`config.mk`:
```
export PLATFORM = sky130hd
export DESIGN_NAME = keypad_scanner_flat
export DESIGN_NICKNAME = d
export VERILOG_FILES = /design/src/rtl/keypad_pkg.sv /design/src/rtl/keypad_scanner_if.sv /design/src/rtl/keypad_debounce.sv /design/src/rtl/keypad_scanner.sv /design/src/flat_wrapper.sv
export SDC_FILE = /design/constraint.sdc
export NUM_CORES = 1
export LEC_CHECK = 0
export CORE_MARGIN = 2
export CORE_UTILIZATION = 49
export CTS_CLUSTER_DIAMETER = 50
export DETAILED_ROUTE_END_ITERATION = 8
export PLACE_DENSITY = 0.73
export SETUP_SLACK_MARGIN = 0.2
export SYNTH_ARGS = -nofsm -noshare
export SYNTH_HDL_FRONTEND = slang
export SYNTH_SLANG_ARGS = --single-unit
```
`constraint.sdc`:
```
create_clock -name CLK -period 3.7 [get_ports CLK]
set_clock_uncertainty 0.1 [all_clocks]
set_input_delay 0.74 -clock CLK [delete_from_list [all_inputs] [get_ports CLK]]
set_output_delay 0.74 -clock CLK [all_outputs]
set_load 0.005 [all_outputs]
```
`src/rtl/keypad_pkg.sv`:
```
// keypad_pkg: shared definitions for the 4x3 phone-layout keypad scanner.
//   Matrix geometry, special key codes, the per-scan result encoding and
//   the row/column to key-code mapping.
package keypad_pkg;

  localparam int unsigned NUM_ROWS = 4;
  localparam int unsigned NUM_COLS = 3;

  localparam logic [3:0] KEY_STAR = 4'd10;
  localparam logic [3:0] KEY_HASH = 4'd11;

  // Outcome of one full scan: nothing, exactly one key, or several keys.
  typedef enum logic [1:0] {
    SCAN_NONE  = 2'd0,
    SCAN_ONE   = 2'd1,
    SCAN_MULTI = 2'd2
  } scan_kind_e;

  // code is only meaningful for SCAN_ONE and is kept at zero otherwise.
  typedef struct packed {
    scan_kind_e kind;
    logic [3:0] code;
  } scan_res_t;

  // Rows 0-2 carry digits 1..9; row 3 is '*', '0', '#'.
  function automatic logic [3:0] key_code(input logic [1:0] row, input logic [1:0] col);
    logic [3:0] code;
    if (row == 2'd3) begin
      case (col)
        2'd0:    code = KEY_STAR;
        2'd1:    code = 4'd0;
        default: code = KEY_HASH;
      endcase
    end else begin
      code = 4'({2'b00, row} * 4'd3 + {2'b00, col} + 4'd1);
    end
    return code;
  endfunction

endpackage

```
`src/rtl/keypad_scanner_if.sv`:
```
// keypad_scanner_if: keypad matrix lines and decoded key outputs.
//   ROW       keypad rows, active-low
//   COL       column drive, active-low one-cold
//   KEY       last accepted key code
//   KEY_VALID one-cycle pulse on a newly accepted press
//   KEY_DOWN  high while the accepted key is held
// master: the scanner; slave: keypad/consumer side.
interface keypad_scanner_if;
  logic [3:0] ROW;
  logic [2:0] COL;
  logic [3:0] KEY;
  logic       KEY_VALID;
  logic       KEY_DOWN;

  modport master (input ROW, output COL, output KEY, output KEY_VALID, output KEY_DOWN);
  modport slave  (output ROW, input COL, input KEY, input KEY_VALID, input KEY_DOWN);
endinterface

```
`src/rtl/keypad_debounce.sv`:
```
// keypad_debounce: accepts a key press or release once the same scan result
// has been seen DEBOUNCE_SCANS consecutive scans.
//   CLK, RESET_N  clock, synchronous active-low reset
//   scan_done     strobe, one cycle per completed scan
//   scan_res      result of that scan
//   KEY           last accepted key code
//   KEY_VALID     one-cycle pulse on acceptance of a new press
//   KEY_DOWN      accepted key held
module keypad_debounce
  import keypad_pkg::*;
#(
  parameter int unsigned DEBOUNCE_SCANS = 4
) (
  input  logic       CLK,
  input  logic       RESET_N,
  input  logic       scan_done,
  input  scan_res_t  scan_res,
  output logic [3:0] KEY,
  output logic       KEY_VALID,
  output logic       KEY_DOWN
);

  localparam logic [3:0] DEB = 4'(DEBOUNCE_SCANS);

  scan_res_t  cand_q, cand_d;
  logic [3:0] cnt_q, cnt_d;
  logic [3:0] key_q, key_d;
  logic       valid_q, valid_d;
  logic       down_q, down_d;
  logic       same;

  always_comb begin
    cand_d  = cand_q;
    cnt_d   = cnt_q;
    key_d   = key_q;
    valid_d = 1'b0;
    down_d  = down_q;
    same    = 1'b0;
    if (scan_done) begin
      same = (scan_res.kind == cand_q.kind) &&
             ((scan_res.kind != SCAN_ONE) || (scan_res.code == cand_q.code));
      if (same) begin
        cnt_d = (cnt_q >= DEB) ? DEB : cnt_q + 4'd1;
      end else begin
        cand_d = scan_res;
        cnt_d  = 4'd1;
      end
      // Re-evaluated every stable scan; the KEY/KEY_DOWN guard keeps a held
      // key from pulsing again while still catching a slide to a new key.
      if (cnt_d == DEB) begin
        if (cand_d.kind == SCAN_ONE) begin
          if (!down_q || (cand_d.code != key_q)) begin
            key_d   = cand_d.code;
            valid_d = 1'b1;
            down_d  = 1'b1;
          end
        end else begin
          down_d = 1'b0;
        end
      end
    end
  end

  always_ff @(posedge CLK) begin
    if (!RESET_N) begin
      cand_q  <= '{kind: SCAN_NONE, code: 4'd0};
      cnt_q   <= '0;
      key_q   <= '0;
      valid_q <= 1'b0;
      down_q  <= 1'b0;
    end else begin
      cand_q  <= cand_d;
      cnt_q   <= cnt_d;
      key_q   <= key_d;
      valid_q <= valid_d;
      down_q  <= down_d;
    end
  end

  assign KEY       = key_q;
  assign KEY_VALID = valid_q;
  assign KEY_DOWN  = down_q;

endmodule

```
`src/rtl/keypad_scanner.sv`:
```
// keypad_scanner: strobes the three keypad columns active-low, reads the
// synchronized rows at the end of each column dwell, folds the hits of one
// full scan into NONE/ONE/MULTI and hands the result to keypad_debounce.
//   CLK      system clock
//   RESET_N  synchronous active-low reset
//   kp       keypad_scanner_if master: ROW in; COL, KEY, KEY_VALID, KEY_DOWN out
module keypad_scanner
  import keypad_pkg::*;
#(
  parameter int unsigned PRESCALE       = 50000,
  parameter int unsigned DEBOUNCE_SCANS = 4
) (
  input logic                CLK,
  input logic                RESET_N,
  keypad_scanner_if.master   kp
);

  localparam int unsigned PW = (PRESCALE < 1) ? 1 : $clog2(PRESCALE + 1);

  logic [3:0]    row_s1_q, row_s1_d;
  logic [3:0]    row_s2_q, row_s2_d;
  logic [PW-1:0] presc_q, presc_d;
  logic [1:0]    col_q, col_d;
  scan_res_t     acc_q, acc_d;

  logic          tick;
  logic          scan_done;
  scan_res_t     scan_res;
  scan_res_t     merged;
  logic [2:0]    hits;
  logic [3:0]    hit_code;

  always_comb begin
    row_s1_d  = kp.ROW;
    row_s2_d  = row_s1_q;
    tick      = (presc_q == PW'(PRESCALE));
    presc_d   = tick ? '0 : presc_q + 1'b1;
    col_d     = col_q;
    acc_d     = acc_q;
    scan_done = 1'b0;
    scan_res  = acc_q;

    hits     = '0;
    hit_code = '0;
    for (int unsigned r = 0; r < NUM_ROWS; r++) begin
      if (!row_s2_q[r]) begin
        hits     = hits + 3'd1;
        hit_code = key_code(2'(r), col_q);
      end
    end

    // Any second hit, in this column or an earlier one, is a ghosting risk.
    merged = acc_q;
    if (hits >= 3'd2) begin
      merged = '{kind: SCAN_MULTI, code: 4'd0};
    end else if (hits == 3'd1) begin
      merged = (acc_q.kind == SCAN_NONE) ? '{kind: SCAN_ONE, code: hit_code}
                                         : '{kind: SCAN_MULTI, code: 4'd0};
    end

    if (tick) begin
      if (col_q == 2'(NUM_COLS - 1)) begin
        col_d     = '0;
        scan_done = 1'b1;
        scan_res  = merged;
        acc_d     = '{kind: SCAN_NONE, code: 4'd0};
      end else begin
        col_d = col_q + 2'd1;
        acc_d = merged;
      end
    end
  end

  always_ff @(posedge CLK) begin
    if (!RESET_N) begin
      row_s1_q <= '1;
      row_s2_q <= '1;
      presc_q  <= '0;
      col_q    <= '0;
      acc_q    <= '{kind: SCAN_NONE, code: 4'd0};
    end else begin
      row_s1_q <= row_s1_d;
      row_s2_q <= row_s2_d;
      presc_q  <= presc_d;
      col_q    <= col_d;
      acc_q    <= acc_d;
    end
  end

  always_comb begin
    case (col_q)
      2'd0:    kp.COL = 3'b110;
      2'd1:    kp.COL = 3'b101;
      default: kp.COL = 3'b011;
    endcase
  end

  keypad_debounce #(
    .DEBOUNCE_SCANS(DEBOUNCE_SCANS)
  ) u_debounce (
    .CLK      (CLK),
    .RESET_N  (RESET_N),
    .scan_done(scan_done),
    .scan_res (scan_res),
    .KEY      (kp.KEY),
    .KEY_VALID(kp.KEY_VALID),
    .KEY_DOWN (kp.KEY_DOWN)
  );

endmodule
```
`src/flat_wrapper.sv`:
```
// flat-port wrapper written by rule: the top's interface ports become plain ports
module keypad_scanner_flat import keypad_pkg::*;
#(
  parameter int unsigned PRESCALE       = 50000,
  parameter int unsigned DEBOUNCE_SCANS = 4
)
  (CLK, RESET_N, kp_ROW, kp_COL, kp_KEY, kp_KEY_VALID, kp_KEY_DOWN);
  keypad_scanner_if kp_i ();
  input logic CLK;
  input logic RESET_N;
  input wire logic [$bits(kp_i.ROW)-1:0] kp_ROW;
  output wire logic [$bits(kp_i.COL)-1:0] kp_COL;
  output wire logic [$bits(kp_i.KEY)-1:0] kp_KEY;
  output wire logic [$bits(kp_i.KEY_VALID)-1:0] kp_KEY_VALID;
  output wire logic [$bits(kp_i.KEY_DOWN)-1:0] kp_KEY_DOWN;
  assign kp_i.ROW = kp_ROW;
  assign kp_COL = kp_i.COL;
  assign kp_KEY = kp_i.KEY;
  assign kp_KEY_VALID = kp_i.KEY_VALID;
  assign kp_KEY_DOWN = kp_i.KEY_DOWN;
  keypad_scanner #(.PRESCALE(PRESCALE), .DEBOUNCE_SCANS(DEBOUNCE_SCANS)) u_core (.CLK(CLK), .RESET_N(RESET_N), .kp(kp_i));
endmodule
```
Word-level counts from Yosys, hierarchy flattened
Cells that the tools add are included.
{"block": "totals", "latch_bits": 0, "mem_bits_rw": 0, "in_bits": 6, "rom_bits": 0, "word_cells": 74, "ff_bits": 48, "mem_count": 0}
{"block": "classes", "eq_ne": 11, "reduce_logical": 10, "mux": 27, "magnitude_cmp": 2, "bitwise": 1, "n_div": 0, "n_shift": 0, "addsub": 11, "multipliers": 0}
{"cell": "6-bit two-way mux", "n": 8}
{"cell": "4-bit two-way mux", "n": 7}
{"cell": "16-bit by 1-bit adder with 16-bit output, second input constant", "n": 1}
{"cell": "16-bit equality test, second input constant", "n": 1}
{"cell": "4-bit by 1-bit adder with 4-bit output, second input constant", "n": 3}
{"cell": "3-bit two-way mux", "n": 3}
{"cell": "4-bit one-hot mux with 2 select lines", "n": 1}
{"cell": "4-bit AND reduction", "n": 2}
{"cell": "3-bit by 1-bit adder with 3-bit output, second input constant", "n": 2}
{"cell": "1-bit two-way mux", "n": 6}
{"cell": "3-bit one-hot mux with 2 select lines", "n": 1}
{"cell": "3-bit by 2-bit adder with 4-bit output, first input constant", "n": 1}
{"cell": "2-bit by 1-bit equality test with 1-bit output, second input constant", "n": 2}
{"cell": "4-bit by 3-bit equality test with 1-bit output, second input constant", "n": 1}
{"cell": "4-bit equality test", "n": 1}
{"cell": "4-bit by 3-bit greater-or-equal comparator with 1-bit output, second input constant", "n": 1}
{"cell": "2-bit logical NOT", "n": 2}
{"cell": "2-bit by 1-bit != test with 1-bit output, second input constant", "n": 2}
{"cell": "4-bit != test", "n": 1}
{"cell": "2-bit by 1-bit adder with 3-bit output, second input constant", "n": 1}
{"cell": "2-bit by 2-bit adder with 3-bit output, first input constant", "n": 1}
{"cell": "3-bit by 1-bit equality test with 1-bit output, second input constant", "n": 1}
{"cell": "3-bit by 2-bit greater-or-equal comparator with 1-bit output, second input constant", "n": 1}
{"cell": "3-bit AND reduction", "n": 1}
{"cell": "10 further kinds", "n": 11}

Longest topological paths before layout
{"block": "logic_depth", "ltp_word": 21, "ltp_mapped": 17, "ltp_nobuf": 16}

Hierarchy
A second synthesis with hierarchy kept.
{"block": "hier_totals", "hier_cells": 308, "area_unflattened_um2": 2707.6}
{"module": "keypad_scanner", "cells_per_inst": 192, "instances": 1, "area_per_inst_um2": 1714.1}
{"module": "keypad_debounce", "cells_per_inst": 116, "instances": 1, "area_per_inst_um2": 993.5}

Least setup slack after synthesis
Ideal clock, no wire load.
{"block": "synth_timing", "path_kind": "reg2reg", "startpoint": "register u_core.row_s2_q[1]", "endpoint": "register u_core.u_debounce.down_q (netlist: u_core.u_debounce.KEY_DOWN)", "stages_incl_launch_ff": 17, "t_arrival_ns": 3.694, "period_less_slack_ns": 3.868, "setup_slack_ns": -0.168, "cell_sequence": "dfxtp_1 > inv_1 > ha_1 > xnor2_2 > ha_1 > nor3b_1 > mux2_4 > nor2_4 > nor4_2 > o21ai_2 > and2_1 > buf_2 > or3_1 > o211ai_2 > or4_4 > or4b_1 > a31oi_1"}
{"block": "synth_between", "elab_chain_len": 19, "word_cells_on_any_way": 31, "cone_classes": "add/sub: 2; order compare: 1; eq/ne: 8; mux: 16; reduce/logical: 4"}
{"item": "from (decl)", "line": "keypad_scanner.sv:21", "source": "logic [3:0] row_s2_q, row_s2_d;"}
{"item": "from (signal assigned)", "line": "keypad_scanner.sv:83", "source": "row_s2_q <= row_s2_d;"}
{"item": "parallel branches: the longest is 7 deep, another holds 3-bit by 1-bit adder with 3-bit output"}
{"item": "6-bit two-way mux (*)", "line": "keypad_scanner.sv:54", "source": "if (hits >= 3'd2) begin"}
{"item": "6-bit two-way mux (*)", "line": "keypad_scanner.sv:62", "source": "if (col_q == 2'(NUM_COLS - 1)) begin"}
{"item": "6-bit two-way mux (*)", "line": "keypad_scanner.sv:61", "source": "if (tick) begin"}
{"item": "4-bit equality test / 2-bit by 1-bit != test with 1-bit output (equally long branches)", "line": "keypad_debounce.sv:41", "source": "((scan_res.kind != SCAN_ONE) || (scan_res.code == cand_q.code));"}
{"item": "1-bit logical OR", "line": "keypad_debounce.sv:41"}
{"item": "1-bit logical AND", "line": "keypad_debounce.sv:40", "source": "same = (scan_res.kind == cand_q.kind) &&"}
{"item": "6-bit two-way mux", "line": "keypad_debounce.sv:42", "source": "if (same) begin"}
{"item": "6-bit two-way mux", "line": "keypad_debounce.sv:39", "source": "if (scan_done) begin"}
{"item": "4-bit != test", "line": "keypad_debounce.sv:52", "source": "if (!down_q || (cand_d.code != key_q)) begin"}
{"item": "1-bit logical OR", "line": "keypad_debounce.sv:52"}
{"item": "2-bit by 1-bit != test with 1-bit output (no source line)"}
{"item": "3-bit AND reduction (no source line)"}
{"item": "to (signal assigned)", "line": "keypad_debounce.sv:76", "source": "down_q <= down_d;"}
{"item": "to (decl)", "line": "keypad_debounce.sv:29", "source": "logic down_q, down_d;"}
Every way passes the cells marked *. The select of a mux whose other input is x is not followed.
A chain may end at the register's enable or synchronous reset.

Worst setup path in the final report
Same ends and word-level chain as after synthesis.

==> results.json <==
{
  "largest_net_degree_at_the_start_of_global_routing": 17,
  "die_x_um": 83.6,
  "synth_seq_cells": 48,
  "p_switching_w": 0.000261,
  "maxCapViolCount": 0,
  "cts_buffer_depth": 2,
  "detailedRoute.firstIterationViolations": 260,
  "n_fill_cell": 534,
  "worstHoldPathCells": 1,
  "tritoncts": "done",
  "share_of_total_power_in_the_clock_network": 0.336,
  "critical_path.top_delay_family": "simple AND/OR/NAND/NOR gates",
  "path_buf_inv": 2,
  "die_height_um": 83.6,
  "drtAntennaViolNets": 0,
  "avgRoutedWirePerCell_um": 15.7,
  "row_count": 28,
  "slew-limit-headroom": 0.523,
  "synth.avg_cell_area_sq_um": 8.13,
  "rr_endpoint": "u_core.u_debounce.KEY_DOWN$_SDFFE_PN0P_",
  "antenna-diode-count": 0,
  "wl_um": 7740,
  "synth_async_sr_flop_share": 0,
  "r2r_cells": 16,
  "fmaxAchievable_mhz": 273,
  "crit_chain": "inv_2, ha_4, xnor2_4, ha_4, nor3b_4, buf_4, mux2i_4, a22oi_2, o21ai_1, and2_1, o21ai_1, mux2_2, xnor2_2, nand2_1, or4b_1, a31oi_1",
  "syn_nets": 399,
  "worstPathMaxFanout": 3,
  "clock_slew_at_reported_path_ffs_ns": 0.10,
  "yosys.cell_types.count": 74,
  "timing.final.max_slew_violations": 0,
  "reg2reg_slack_ns": 0.03,
  "clk_latency_ns": 0.30,
  "placed_cell_area_sq_um": 3510,
  "numClockSinks": 48,
  "worstPathArrival_ns": 3.81,
  "startpoint_to_endpoint_class_of_the_critical_path": "flip-flop to flip-flop",
  "dominantRegCellSynth": "dfxtp_1",
  "cts_hold_repair.buffers": 0,
  "worst_setup_path_end_kind": "flip-flop",
  "power_w": 0.000970,
  "vias_in_the_first_global_route": 2682,
  "initial_utilization": 0.515,
  "crit_path_top_delay_cell": "or4b_1",
  "power-per-cell-area_nw_per_um2": 256,
  "power.internal_w": 0.000709,
  "critPathLaunchType": "flip-flop",
  "power_frac_seq": 0.545,
  "cts.htree.levels": 2,
  "die_outline_area_sq_um": 6990,
  "max_slew.worst_pin.slew_ns": 0.710,
  "post_synth_instance_area_sq_um": 3100,
  "first_pass_iters": 5,
  "antenna_found_initial": 0,
  "postSynthCellCount": 382,
  "placement.io_buffers": 14,
  "ctsRootBufferMaster": "clkbuf_8",
  "final-setup-viol-count": 0,
  "avgViaCountPerCell": 5.87,
  "io_pins": 15,
  "global_route_wire_length_before_repair_um": 12900,
  "synth-warning-count": 0,
  "combinational_group_share_of_total_power": 0.119,
  "design.final.nets": 433,
  "synth_edf_count": 0,
  "area_growth_syn_to_layout_pct": 22.0,
  "final_common_cell": "dfxtp_1",
  "power_switching_share": 0.269,
  "static-leakage-power_nw": 1.37,
  "timing.critical_path.slowest_cell_delay_ns": 0.51,
  "place.gp.congestion": 0.927,
  "layout_common_cells": "dfxtp_1 (46), nor2_1 (45), nand2_1 (32)",
  "cts_made_buffers": 5,
  "critPathRequiredTime_ns": 3.84,
  "final_design_area_no_fill_sq_um": 3790,
  "place.detailed.hpwl_um": 5740,
  "result_of_the_run": "completed",
  "vias": 2889,
  "setup_repair_after_global_routing_missed_its_margin": "yes",
  "final_min_period_over_clock_period": 0.992,
  "timing.final.crit_period_ns": 3.67,
  "timing.hold.worst.class": "flip-flop to flip-flop",
  "floorplan.core_area_sq_um": 6030,
  "finalHoldViolations": 0,
  "whs_endpoint": "u_core.row_s2_q[1]$_SDFF_PN1_",
  "globalRouteOverflowTotal": 0,
  "fraction_of_final_layout_cells_sized_beyond_drive_strength_1": 0.225,
  "globalRouteTotalUtil": 0.221,
  "timing.rr.start": "u_core.row_s2_q[1]$_SDFF_PN1_",
  "worst_hold_startpoint": "u_core.row_s1_q[1]$_SDFF_PN1_",
  "drc": 0,
  "yosysSeqAreaShare": 0.310,
  "max-vdd-ir-drop_v": 0.000179
}
-- final cells by class --
type	count	area, sq um	area share
clock inverters	3	22.5	0.00594
inverters	17	63.8	0.0168
well taps	75	93.8	0.0248
flip-flops and latches	48	966	0.255
clock buffers	5	68.8	0.0182
repair buffers	41	343	0.0905
multi-input cells	303	2230	0.589
-- kinds of logic after synthesis --
group	synth area share
AND/OR/NAND/NOR	0.310
AO/OA/AOI/OAI	0.198
flip-flops	0.310
buffers and inverters	0.0403
XOR/XNOR	0.0685
adder cells (fa/ha/maj)	0.0443
multiplexers	0.0294
-- worst max path at each step --
stage,end,slack [ns],startpoint,cells past startpoint
6_report,u_core.u_debounce.KEY_DOWN$_SDFFE_PN0P_,0.03,u_core.row_s2_q[1]$_SDFF_PN1_,16
5_1_grt,u_core.u_debounce.KEY_DOWN$_SDFFE_PN0P_,-0.12,u_core.row_s2_q[0]$_SDFF_PN1_,16
4_1_cts,u_core.u_debounce.KEY_DOWN$_SDFFE_PN0P_,0.06,u_core.row_s2_q[0]$_SDFF_PN1_,15
3_5_place_dp,u_core.u_debounce.KEY_DOWN$_SDFFE_PN0P_,-0.03,u_core.row_s2_q[0]$_SDFF_PN1_,16
3_3_place_gp,u_core.u_debounce.KEY_DOWN$_SDFFE_PN0P_,0.06,u_core.row_s2_q[0]$_SDFF_PN1_,16
2_1_floorplan,u_core.u_debounce.KEY_DOWN$_SDFFE_PN0P_,0.20,u_core.row_s2_q[1]$_SDFF_PN1_,15
-- power by group through the flow --
stage / sequential (W) / clock [W] / combinational (W)
2_1_floorplan: 0.000540 / 0 / 0.0000665
3_3_place_gp: 0.000541 / 0 / 0.0000974
3_5_place_dp: 0.000541 / 0 / 0.0000987
4_1_cts: 0.000529 / 0.000338 / 0.000110
5_1_grt: 0.000530 / 0.000357 / 0.000124
6_report: 0.000529 / 0.000326 / 0.000116
-- synthesized netlist by cell type (5+ instances only) --
master     n  area (sq um)
ha_1      11           138
xor2_1    10          87.6
a211oi_1   5          37.5
and2_1     7          43.8
nor2_1    47           176
dfxtp_1   48           961
nand3_1   17          85.1
clkbuf_1   8          30.0
inv_1     17          63.8
nand4_1    8          50.1
nand2b_1  11          68.8
a21oi_1   16          80.1
a31oi_1    6          37.5
xnor2_1    8          70.1
nand2_1   33           124
nor3_1    10          50.1
and3_1     9          56.3
o21ai_0   20           100
-- layer usage --
layer | vias to the layer above | global-route usage | routed length [um]
met5 | - | 0 | 0
met4 | 0 | 0.0528 | 46
met3 | 6 | 0.0346 | 474
met2 | 95 | 0.359 | 3600
met1 | 1333 | 0.308 | 3620
li1 | 1455 | - | -
-- state kept, by name, indices dropped and copies added, names as in the netlist --
register                     count
u_core.u_debounce.cnt_q          4
u_core.row_s2_q                  4
u_core.acc_q                     6
u_core.row_s1_q                  4
u_core.u_debounce.KEY            4
u_core.u_debounce.KEY_DOWN       1
u_core.u_debounce.cand_q         6
u_core.presc_q                  16
u_core.col_q                     2
u_core.u_debounce.KEY_VALID      1
-- through the flow --
stage	setup TNS, ns	setup WS [ns]	instances	util	hold slack (ns)
3_5_place_dp	-0.0344	-0.0344	477	0.583	0.292
6_report	0	0.0312	492	0.629	0.313
2_1_floorplan	0	0.196	382	-	0.286
5_1_grt	-0.134	-0.123	492	0.629	0.336
4_1_cts	0	0.0593	491	0.618	0.314
3_3_place_gp	0	0.0562	477	0.583	0.290
-- timing repair --
action                     4_1_cts  5_1_grt
resized for setup               18       13
pin swaps                       15       12
setup buffers                    6        1
setup endpoints to repair        6       10
No activity file was read; power rests on OpenSTA's default activity.
